## src/rtl/alarm_pkg.sv

```systemverilog
// alarm_pkg: state encoding, BCD limits and counter width for the alarm stage.
// Shared by alarm_module and bcd2_wrap_counter.
package alarm_pkg;

    typedef enum logic [1:0] {
        ST_IDLE    = 2'd0,
        ST_ARMED   = 2'd1,
        ST_RINGING = 2'd2,
        ST_SNOOZE  = 2'd3
    } state_t;

    localparam logic [7:0] HOUR_MAX = 8'h23;
    localparam logic [7:0] MIN_MAX  = 8'h59;
    localparam int         CNT_W    = 9;

    function automatic logic [7:0] bcd2_inc(
        input logic [7:0] v,
        input logic [7:0] max
    );
        if (v >= max)
            return 8'h00;
        if (v[3:0] >= 4'd9)
            return {v[7:4] + 4'd1, 4'd0};
        return {v[7:4], v[3:0] + 4'd1};
    endfunction

endpackage

```

## src/rtl/alarm_module_bcd2_wrap_counter.sv

```systemverilog
// bcd2_wrap_counter: two-digit BCD incrementer wrapping MAX -> 00,
// with a synchronous load that takes priority over the increment.
module bcd2_wrap_counter
    import alarm_pkg::*;
#(
    parameter logic [7:0] MAX = 8'h59
) (
    input  logic       clk,
    input  logic       load,
    input  logic [7:0] load_val,
    input  logic       inc,
    output logic [7:0] value
);

    always_ff @(posedge clk) begin
        if (load)
            value <= load_val;
        else if (inc)
            value <= bcd2_inc(value, MAX);
    end

endmodule

```

## src/rtl/alarm_module.sv

```systemverilog
// alarm_module: alarm time storage and arm/ring/snooze FSM driving the buzzer path.
// Optional ALARM_WEEKDAY_EN: when defined, weekend days (Day 5, 6) never start a ring.
module alarm_module
    import alarm_pkg::*;
#(
    parameter int         RING_SEC   = 60,
    parameter int         SNOOZE_SEC = 300,
    parameter logic [7:0] INIT_HOUR  = 8'h07,
    parameter logic [7:0] INIT_MIN   = 8'h00
) (
    input  logic       CLK,
    input  logic       Rst,
    input  logic [3:0] SecH,
    input  logic [3:0] SecL,
    input  logic [3:0] MinH,
    input  logic [3:0] MinL,
    input  logic [3:0] HourH,
    input  logic [3:0] HourL,
    input  logic [2:0] Day,
    input  logic       ArmEn,
    input  logic       SetMode,
    input  logic       IncHour,
    input  logic       IncMin,
    input  logic       Snooze,
    input  logic       Stop,
    output logic [3:0] AlarmHourH,
    output logic [3:0] AlarmHourL,
    output logic [3:0] AlarmMinH,
    output logic [3:0] AlarmMinL,
    output logic       Ringing,
    output logic       AlarmOn,
    output logic [1:0] State
);

    localparam logic [CNT_W-1:0] RING_LD = CNT_W'(RING_SEC);
    localparam logic [CNT_W-1:0] SNZ_LD  = CNT_W'(SNOOZE_SEC);
    localparam logic [CNT_W-1:0] ONE     = CNT_W'(1);

    logic [7:0]       alarm_hour;
    logic [7:0]       alarm_min;
    logic [3:0]       secl_d;
    logic             tick;
    logic             day_ok;
    logic             match;
    state_t           state_q;
    state_t           state_d;
    logic [CNT_W-1:0] ring_q;
    logic [CNT_W-1:0] ring_d;
    logic [CNT_W-1:0] snz_q;
    logic [CNT_W-1:0] snz_d;
    logic             ringing_q;
    logic             alarm_on_q;

    bcd2_wrap_counter #(.MAX(HOUR_MAX)) u_hour (
        .clk      (CLK),
        .load     (Rst),
        .load_val (INIT_HOUR),
        .inc      (SetMode & IncHour),
        .value    (alarm_hour)
    );

    bcd2_wrap_counter #(.MAX(MIN_MAX)) u_min (
        .clk      (CLK),
        .load     (Rst),
        .load_val (INIT_MIN),
        .inc      (SetMode & IncMin),
        .value    (alarm_min)
    );

`ifdef ALARM_WEEKDAY_EN
    assign day_ok = (Day <= 3'd4);
`else
    logic unused_day;
    assign unused_day = ^Day;
    assign day_ok     = 1'b1;
`endif

    assign tick  = (SecL != secl_d);
    // Only the tick into :00 can match, so a Stop held at :00 cannot retrigger.
    assign match = tick && (SecH == 4'd0) && (SecL == 4'd0)
                && ({HourH, HourL} == alarm_hour)
                && ({MinH, MinL} == alarm_min)
                && !SetMode && day_ok;

    always_comb begin
        state_d = state_q;
        ring_d  = ring_q;
        snz_d   = snz_q;
        if (!ArmEn) begin
            state_d = ST_IDLE;
        end else begin
            unique case (state_q)
                ST_IDLE: state_d = ST_ARMED;
                ST_ARMED: begin
                    if (match) begin
                        state_d = ST_RINGING;
                        ring_d  = RING_LD;
                    end
                end
                ST_RINGING: begin
                    if (Stop) begin
                        state_d = ST_ARMED;
                    end else if (Snooze) begin
                        state_d = ST_SNOOZE;
                        snz_d   = SNZ_LD;
                    end else if (tick) begin
                        if (ring_q == ONE)
                            state_d = ST_ARMED;
                        else
                            ring_d = ring_q - ONE;
                    end
                end
                ST_SNOOZE: begin
                    if (Stop) begin
                        state_d = ST_ARMED;
                    end else if (tick) begin
                        if (snz_q == ONE) begin
                            state_d = ST_RINGING;
                            ring_d  = RING_LD;
                        end else begin
                            snz_d = snz_q - ONE;
                        end
                    end
                end
                default: state_d = ST_IDLE;
            endcase
        end
    end

    always_ff @(posedge CLK) begin
        if (Rst) begin
            state_q    <= ST_IDLE;
            ring_q     <= '0;
            snz_q      <= '0;
            ringing_q  <= 1'b0;
            alarm_on_q <= 1'b0;
            secl_d     <= SecL;
        end else begin
            state_q    <= state_d;
            ring_q     <= ring_d;
            snz_q      <= snz_d;
            ringing_q  <= (state_d == ST_RINGING);
            alarm_on_q <= (state_d != ST_IDLE);
            secl_d     <= SecL;
        end
    end

    assign {AlarmHourH, AlarmHourL} = alarm_hour;
    assign {AlarmMinH, AlarmMinL}   = alarm_min;
    assign Ringing = ringing_q;
    assign AlarmOn = alarm_on_q;
    assign State   = state_q;

endmodule

```

## config.mk

```make
export PLATFORM = sky130hd
export DESIGN_NAME = alarm_module
export DESIGN_NICKNAME = d
export VERILOG_FILES = /design/src/rtl/alarm_pkg.sv /design/src/rtl/alarm_module_bcd2_wrap_counter.sv /design/src/rtl/alarm_module.sv
export SDC_FILE = /design/constraint.sdc
export NUM_CORES = 1
export LEC_CHECK = 0
export BUFFER_PORTS_ARGS = -buffer_cell sky130_fd_sc_hd__buf_2
export CORE_ASPECT_RATIO = 1.5
export CORE_MARGIN = 3
export CORE_UTILIZATION = 30
export DETAILED_ROUTE_END_ITERATION = 8
export GPL_ROUTABILITY_DRIVEN = 0
export PLACE_DENSITY_LB_ADDON = 0.1
export SLEW_MARGIN = 40
export SYNTH_ARGS = -nofsm -noshare
export SYNTH_HDL_FRONTEND = slang
export SYNTH_HIERARCHICAL = 1
export SYNTH_SLANG_ARGS = --single-unit
export TNS_END_PERCENT = 10
```

## constraint.sdc

```tcl
create_clock -name CLK -period 3 [get_ports CLK]
set_input_delay 0.3 -clock CLK [delete_from_list [all_inputs] [get_ports CLK]]
set_output_delay 0.3 -clock CLK [all_outputs]
set_load 0.005 [all_outputs]
```

* After elaboration in Yosys (flattened, before gate mapping)
Cells that the tools add are included. W data, S select, Z words.
Word-level totals: bits in registers 42, input bits 35, output and inout bits 20, logic and storage cells 106
Cells by class: add/sub/neg operators 6, order comparisons 4, equality and inequality tests 19, mux-type cells 47, bitwise logic cells 2, reduce and logical (&&, ||, !) cells 18
Operator list (count):
- $mux W9 | 13
- $mux W8 | 8
- $pmux W9 S3 | 1
- $ne A2 B2 Y1 const B | 10
- $eq A9 B1 Y1 const B | 2
- $mux W2 | 9
- $pmux W9 S2 | 1
- $sub A9 B1 Y9 const B | 2
- $add A4 B1 Y4 const B | 4
- $eq A8 B8 Y1 | 2
- $mux W1 | 14
- $reduce_and A10 Y1 | 1
- $ge A4 B4 Y1 const B | 2
- $ge A8 B6 Y1 const B | 1
- $ge A8 B7 Y1 const B | 1
- $logic_not A4 Y1 | 2
- $pmux W2 S4 | 1
- $reduce_bool A2 Y1 | 4
- $reduce_and A7 Y1 | 1
- $eq A2 B2 Y1 const B | 3
- $logic_and A1 B1 Y1 | 5
- $ne A4 B4 Y1 | 1
- $reduce_and A2 Y1 | 2
- $reduce_bool A3 Y1 | 1
- other kinds (4) | 5

* Logic depth before layout (Yosys ltp)
Gate-level depths: netlist of run 1.
word-level depth 10, mapped depth 9

* Cells and area by module
Netlist of run 1, hierarchy kept.
By module, submodules not included:
- alarm_module | instances 1, cells an instance 207, area an instance 1775.5 um2, sequential area each 520.5 um2
- bcd2_wrap_counter at u_min | instances 1, cells an instance 41, area an instance 496.7 um2, sequential area each 240.2 um2
- bcd2_wrap_counter at u_hour | instances 1, cells an instance 38, area an instance 478.0 um2, sequential area each 240.2 um2

* Worst setup path after synthesis of run 1
Ideal clock, no wire load.
kind register to register, start point register u_min.value[3], end point register ringing_q (netlist: Ringing), setup time 0.073 ns, arrival 2.134 ns, data required time 2.927 ns, setup slack 0.793 ns, cell stages (with the launch flop) 7, path buffers 0, clock period less this slack 2.207 ns, cells stage by stage edfxtp_1 -> xnor2_1 -> nand4_1 -> or4_4 -> o311a_4 -> nor4_4 -> nor3b_2
On the way: word-level cells in the longest chain between the ends 7
Ends and longest elaborated chain:
- start: declaration | RTL line alarm_module_bcd2_wrap_counter.sv:12 | output logic [7:0] value
- start signal: assignment | RTL line alarm_module_bcd2_wrap_counter.sv:17 | value <= load_val;
- start signal: assignment | RTL line alarm_module_bcd2_wrap_counter.sv:19 | value <= bcd2_inc(value, MAX);
- $eq A8 B8 Y1 | RTL line alarm_module.sv:82 | && ({MinH, MinL} == alarm_min)
- $logic_and A1 B1 Y1 | RTL line alarm_module.sv:82
- $logic_and A1 B1 Y1 | RTL line alarm_module.sv:83 | && !SetMode && day_ok;
- $mux W2 | RTL line alarm_module.sv:95 | if (match) begin
- $pmux W2 S4 | RTL line alarm_module.sv:92 | unique case (state_q)
- $mux W2 | RTL line alarm_module.sv:89 | if (!ArmEn) begin
- $eq A2 B2 Y1 | RTL line alarm_module.sv:142 | ringing_q <= (state_d == ST_RINGING);
- end signal: assignment | RTL line alarm_module.sv:142
- end: declaration | RTL line alarm_module.sv:51 | logic ringing_q;
No other way between the ends. A chain may end at the register's enable or synchronous reset.

* Worst setup path in the final report of run 1
start point register state_q[0] (netlist: State[0]), end point register ring_q[8]
On the way: word-level cells in the longest chain between the ends 3
Ends and longest elaborated chain:
- start: declaration | RTL line alarm_module.sv:45 | state_t state_q;
- start signal: assignment | RTL line alarm_module.sv:139 | state_q <= state_d;
- $eq A2 B2 Y1 / $eq A2 B1 Y1 (equally long branches) | RTL line alarm_module.sv:92
- $ne A2 B2 Y1 (no source line) / $reduce_bool A3 Y1 (equally long branches)
- $reduce_and A10 Y1 (no source line)
- end signal: assignment | RTL line alarm_module.sv:140 | ring_q <= ring_d;
- end: declaration | RTL line alarm_module.sv:47 | logic [CNT_W-1:0] ring_q;
Several ways; a longest one is shown, not always the timed one.

==> results.yml, run 1 <==
run_status:
  status: "finished clean"
critical_path:
  cp_slowest_cell: "a2111oi_0"
  r2r_cells: 8
  cpPeakStageDelay_ns: 0.58
  r2r_end: "ring_q[8]"
  path_cells: "inv_1, ha_1, a21oi_1, o41ai_1, a2111oi_0, nor2b_1, nand2_1, o311ai_1"
  r2r-start: "State[0]"
  crit_arrival_ns: 2.74
  crit_required_ns: 3.19
  start_kind: "flop"
  end_kind: "flop"
  rrSetupSlack_ns: 0.45
  criticalPathCategory: "flop to flop"
  path_max_fanout: 7
power_and_ir_drop:
  combPwrFrac: 0.140
  powerDensity_mw_per_mm2: 468.5
  p_leak_nw: 1.348
  clock_power_share: 0.437
  power_switching_uw: 382.8
  ir_drop_mv: 0.2350
  netSwitchingFraction: 0.2395
  seqPwrFrac: 0.423
  power_report.internal_total_mw: 1.216
cts:
  cts_root_buf: "clkbuf_16"
  cts_tree: "built"
  numCtsBuffers: 5
  postCtsHoldBufs: 0
  path_clk_slew_ns: 0.06
  cts_sinks: 42
  clk_path_buf_depth: 2
  ctsResizeCount: 0
  clk_latency_ns: 0.29
  post-cts-setup-buffers: 0
  htree_levels: 2
synth:
  syn_area_mm2: 0.002750
  synth-seq-cells: 42
  yosysWarnings: 6
  synth_top_family_by_area: "simple AND/OR/NAND/NOR gates"
  seq_area_frac_synth: 0.3640
  async_reset_ff_frac: 0
  synth_compound_area_frac: 0.1856
  muxShareOfSynthArea: 0
  synth_xor_area_frac: 0.09873
  synth.avg_cell_area_um2: 9.616
  syn_inst: 286
  synth-edff-count: 16
  synthAdderAreaFrac: 0.08189
  synth.distinct_cells: 61
  ys.flop_type: "dfxtp_1"
  synthSimpleGateAreaFrac: 0.2307
detailed_routing:
  drtIter0Drc: 81
  postRouteAntennaNets: 0
  routed_via_density: 5.008
  drt-wirelength-per-cell_um: 14.72
  routed_wl_um: 6935
  drc: 0
  via_count: 2359
  dr.pass1.iters: 4
timing:
  period_share: 0.8491
  fin_crit_ns: 2.547
  max_slew_margin: 0.5926
  maxSlewViolCount: 0
  tns_ns: 0
  setup_viol: 0
  timing.fmax_mhz: 392.6
  rsz0062_at_grt: "no"
  hold_slack_ns: 0.1650
  tightest_slew_ns: 0.6057
  clock-skew-final_ns: 0.005982
  finalHoldViolCount: 0
min_path:
  holdPathEnd: "secl_d[1]"
  whs_path_depth: 1
  hp-class: "input port to flop"
  hold_start: "SecL[1]"
die:
  start_util: 0.3097
  rows: 42
  dieArea_mm2: 0.01038
  coreArea_mm2: 0.008881
  dieHeight_um: 123.3
  ios: 55
  die_w_um: 84.18
final_layout:
  fillers: 925
  num_antenna_cells: 0
  layout.nets: 413
  layout-drive-gt1-share: 0.2438
  syn_to_final_growth_pct: 24.07
place:
  place_hpwl_um: 5354
  port_buffers: 51
global_route:
  grt_start_max_net_pins: 31
  grt_pass1_wl_um: 11560
  grt_pass1_vias: 2371
  grt_overflow: 0
  grt_antenna_before_repair: 0
  grt.total_usage: 0.1409
run:
  maxCapViolCount: 0
-- placed cells by master, fill, tap and decap left out, types with 2 or more instances in the layout --
cell       count
a211oi_1       3
a21oi_1       11
a22o_1         4
a311oi_1       4
a31oi_1        6
a32o_1         5
and2_1         9
buf_2         51
buf_4          9
bufinv_16      2
clkbuf_16      5
conb_1        16
dfxtp_1       26
edfxtp_1      16
ha_1          18
inv_1         16
nand2_1       17
nand2b_1       6
nand3_1       10
nand4_1        8
nor2_1        10
nor2b_1        6
nor3_1        12
nor4_1         3
nor4_2         4
nor4b_1        2
o21ai_0        5
o22ai_1        2
o31ai_1        6
or2_2          3
or3_1          5
xnor2_1       19
xor2_1        12
-- worst max path at each step --
stage,slack (ns),from,end
global route,0.14,State[0],ring_q[8]
finish,0.45,State[0],ring_q[8]
floorplan,0.79,u_min/value[3],Ringing
global placement,0.43,State[0],ring_q[8]
CTS,0.43,State[0],ring_q[8]
detailed placement,0.45,State[0],ring_q[8]
-- layout make-up --
class	count	area, um2	share of cell area
multi-input cells	235	1702	0.4987
flip-flops and latches	42	1001	0.2934
repair buffers	60	322.8	0.09461
well taps	110	137.6	0.04034
clock buffers	5	125.1	0.03667
clock inverters	3	63.81	0.01870
inverters	16	60.06	0.01760
-- flip-flops by register name, indices dropped and copies added (netlist names) --
register      cells
ring_q            9
snz_q             9
u_hour/value      8
u_min/value       8
secl_d            4
State             2
AlarmOn           1
Ringing           1
-- through the flow --
stage / instance area [um2] / power [mW] / instances / util / setup WS [ns]
CTS: 3412 / 1.631 / 471 / 0.3842 / 0.4256
floorplan: 2803 / 0.8195 / 300 / - / 0.7934
global placement: 3223 / 0.9150 / 463 / 0.3629 / 0.4284
global route: 3412 / 1.679 / 471 / 0.3842 / 0.1412
finish: 3412 / 1.599 / 471 / 0.3842 / 0.4527
detailed placement: 3223 / 0.9160 / 463 / 0.3629 / 0.4518
-- synth_stat cells, drive strengths merged, types with 10 or more instances --
cell | number | area share
dfxtp | 26 | 0.19
xnor2 | 19 | 0.061
ha | 18 | 0.082
nand2 | 17 | 0.023
edfxtp | 16 | 0.17
inv | 16 | 0.022
a21oi | 12 | 0.023
nor3 | 12 | 0.022
xor2 | 12 | 0.038
and2 | 10 | 0.023
nand3 | 10 | 0.018
nor2 | 10 | 0.014
-- kinds of logic after synthesis --
logic type	Yosys count
other	2
buffers and inverters	23
AOI/OAI and AO/OA	65
and+or+nand+nor	105
adders and majority gates	18
DFF	42
xor gates and xnor gates	31
-- per-layer routing --
metal,global-route usage,vias up,share of wire
met5,0,-,0
met4,0.06237,0,0.022
met3,0.02800,9,0.045
li1,-,1196,-
met1,0.1555,1097,0.42
met2,0.2594,57,0.51
-- power by group through the flow --
stage          logic, mW  clock network (mW)  registers (mW)
5_1_grt            0.252               0.744           0.683
4_1_cts            0.226               0.727           0.678
3_3_place_gp       0.224                   0           0.691
6_report           0.223               0.699           0.677
2_1_floorplan      0.141                   0           0.678
3_5_place_dp       0.225                   0           0.691
-- worst max-delay path, delay by kind of cell, from the launching register on --
| kind | cells | cell delay (ns) |
|---|---|---|
| and+or+nand+nor | 2 | 0.33 |
| AOI/OAI and AO/OA | 4 | 1.32 |
| adders and majority gates | 1 | 0.22 |
| buffers and inverters | 1 | 0.11 |
| DFF | 1 | 0.47 |
Power figures use the tool's default switching activity.
==> run 2, diff against run 1 <==
==> constraint.sdc (replaced) <==
create_clock -name CLK -period 2.4 [get_ports CLK]
set_input_delay 0.24 -clock CLK [delete_from_list [all_inputs] [get_ports CLK]]
set_output_delay 0.24 -clock CLK [all_outputs]
set_load 0.005 [all_outputs]
==> run 2 against run 1 <==
Effect of this change:
- first-iteration DRC count grew 30%
- die area did not move
- non-clock buffer count is 23 higher
- sequential share of layout area fell by 1.5 points
- maximum frequency is 10% higher
- via count is 2.9% higher
- worst setup slack got worse by 0.36 ns
- cell count grew 4.9%
- flip-flop and latch count unchanged
- count of clock-buffer cells in the layout did not move
- sequential power is 21% higher
- cell area rose by 5.5%
- largest cell class unchanged
- highest routed layer unchanged
==> results.yml, run 2 (same netlist as run 1, synthesis figures left out) <==
power_and_ir_drop:
  ir_drop_mv: 0.2642
  combPwrFrac: 0.177
  powerDensity_mw_per_mm2: 542.5
  power_switching_uw: 503.3
  total_power_mw: 1.952
  seqPwrFrac: 0.421
  p_leak_nw: 1.456
  clock_power_share: 0.403
  power_report.internal_total_mw: 1.449
  netSwitchingFraction: 0.2578
final_layout:
  top_regs: "ring_q: 9 flops, snz_q: 9 flops"
  layout_commonest_cell: "buf_2"
  num_antenna_cells: 0
  fin_util: 0.4052
  final_area_mm2: 0.003598
  layout-drive-gt1-share: 0.3021
  fillers: 880
  layout.nets: 436
  layout_common_cells: "buf_2 (51), buf_4 (32), dfxtp_1 (26)"
  syn_to_final_growth_pct: 30.85
min_path:
  hp-class: "input port to flop"
  hold_start: "SecL[0]"
  whs_path_depth: 1
  holdPathEnd: "secl_d[0]"
die:
  rows: 42
  dieHeight_um: 123.3
  dieArea_mm2: 0.01038
  ios: 55
  die_w_um: 84.18
  coreArea_mm2: 0.008881
  start_util: 0.3097
place:
  port_buffers: 51
  place_hpwl_um: 5768
  dpl_cell_area_mm2: 0.003396
  pre_cts_slack_ns: 0.02081
cts:
  clk_latency_ns: 0.29
  htree_levels: 2
  cts_root_buf: "clkbuf_16"
  cts_sinks: 42
  postCtsHoldBufs: 0
  cts_tree: "built"
  post-cts-setup-buffers: 0
  path_clk_slew_ns: 0.06
  numCtsBuffers: 5
  clk_path_buf_depth: 2
timing:
  maxSlewViolCount: 0
  period_share: 0.9613
  hold_slack_ns: 0.1019
  fin_crit_ns: 2.307
  tightest_slew_ns: 0.5776
  timing.fmax_mhz: 433.4
  max_slew_margin: 0.6120
  rsz0062_at_grt: "yes"
  finalHoldViolCount: 0
  clock-skew-final_ns: 0.002227
  setup_ws_ns: 0.09290
  setup_viol: 0
critical_path:
  crit_required_ns: 2.58
  r2r-start: "ring_q[1]"
  start_kind: "flop"
  rrSetupSlack_ns: 0.09
  criticalPathCategory: "flop to flop"
  r2r_end: "ring_q[7]"
  end_kind: "flop"
  crit_arrival_ns: 2.49
  path_max_fanout: 4
  r2r_cells: 9
detailed_routing:
  via_count: 2428
  drc: 0
  wl_met1_um: 3014
  routed_wl_um: 7316
  wl_met3_um: 323
  met2_length_um: 3720
  drtIter0Drc: 105
  drt-wirelength-per-cell_um: 14.81
  dr.pass1.iters: 4
  topRoutingLayerUsed: "met4"
  postRouteAntennaNets: 0
  routed_via_density: 4.915
global_route:
  grt_antenna_before_repair: 0
  grt_overflow: 0
  grt.total_usage: 0.1475
  grt_start_max_net_pins: 24
  grt_pass1_vias: 2480
  grt_pass1_wl_um: 11960
run:
  maxCapViolCount: 0
run_status:
  status: "finished clean"
==> run 2: repair_timing <==
action / 4_1_cts / 5_1_grt
pin swaps: 0 / 0
gates resized for setup: 1 / 5
endpoints found under the setup margin: 1 / 10
==> run 2: cell type report <==
cell class	count	area [um2]	share of cell area
flip-flops and latches	42	1001	0.2782
clock buffers	5	125.1	0.03477
clock inverters	3	45.04	0.01252
well taps	110	137.6	0.03825
repair buffers	83	495.5	0.1377
multi-input cells	235	1734	0.4819
inverters	16	60.06	0.01669
==> run 2: worst max path at each step <==
| stage | start | endpoint | slack [ns] | depth (start not counted) |
|---|---|---|---|---|
| after floorplan | u_min/value[3] | Ringing | 0.19 | 6 |
| after global placement | State[0] | ring_q[8] | 0.05 | 9 |
| after detailed placement | State[0] | ring_q[8] | 0.02 | 9 |
| after CTS | ring_q[1] | ring_q[7] | 0.07 | 9 |
| after global routing | ring_q[1] | ring_q[7] | -0.02 | 9 |
| final | ring_q[1] | ring_q[7] | 0.09 | 9 |
==> run 2: metal layers <==
metal,GRT usage,vias up
li1,-,1236
met1,0.1621,1104
met2,0.2653,73
met3,0.03267,15
met4,0.07445,0
met5,0,-
==> run 2: power groups by stage <==
stage / Clock (mW) / Combinational, mW / Sequential [mW]
global route: 0.850 / 0.389 / 0.825
floorplan: 0 / 0.177 / 0.848
finish: 0.786 / 0.345 / 0.821
global placement: 0 / 0.344 / 0.839
CTS: 0.818 / 0.349 / 0.823
detailed placement: 0 / 0.347 / 0.838
==> run 2: per-stage QoR <==
step,setup TNS (ns),std cells
after floorplan,0,300
after global placement,0,486
after detailed placement,0,486
after CTS,0,494
after global routing,-0.02221,494
final,0,494
==> run 2: critical path, cell delays in order, from the launching register on <==
cell       delay (ns)
dfxtp_1          0.31
inv_1            0.06
ha_1             0.19
or3b_2           0.48
o41ai_1          0.28
buf_4            0.18
a2111oi_2        0.05
buf_4            0.14
and2_1           0.21
a221o_1          0.30
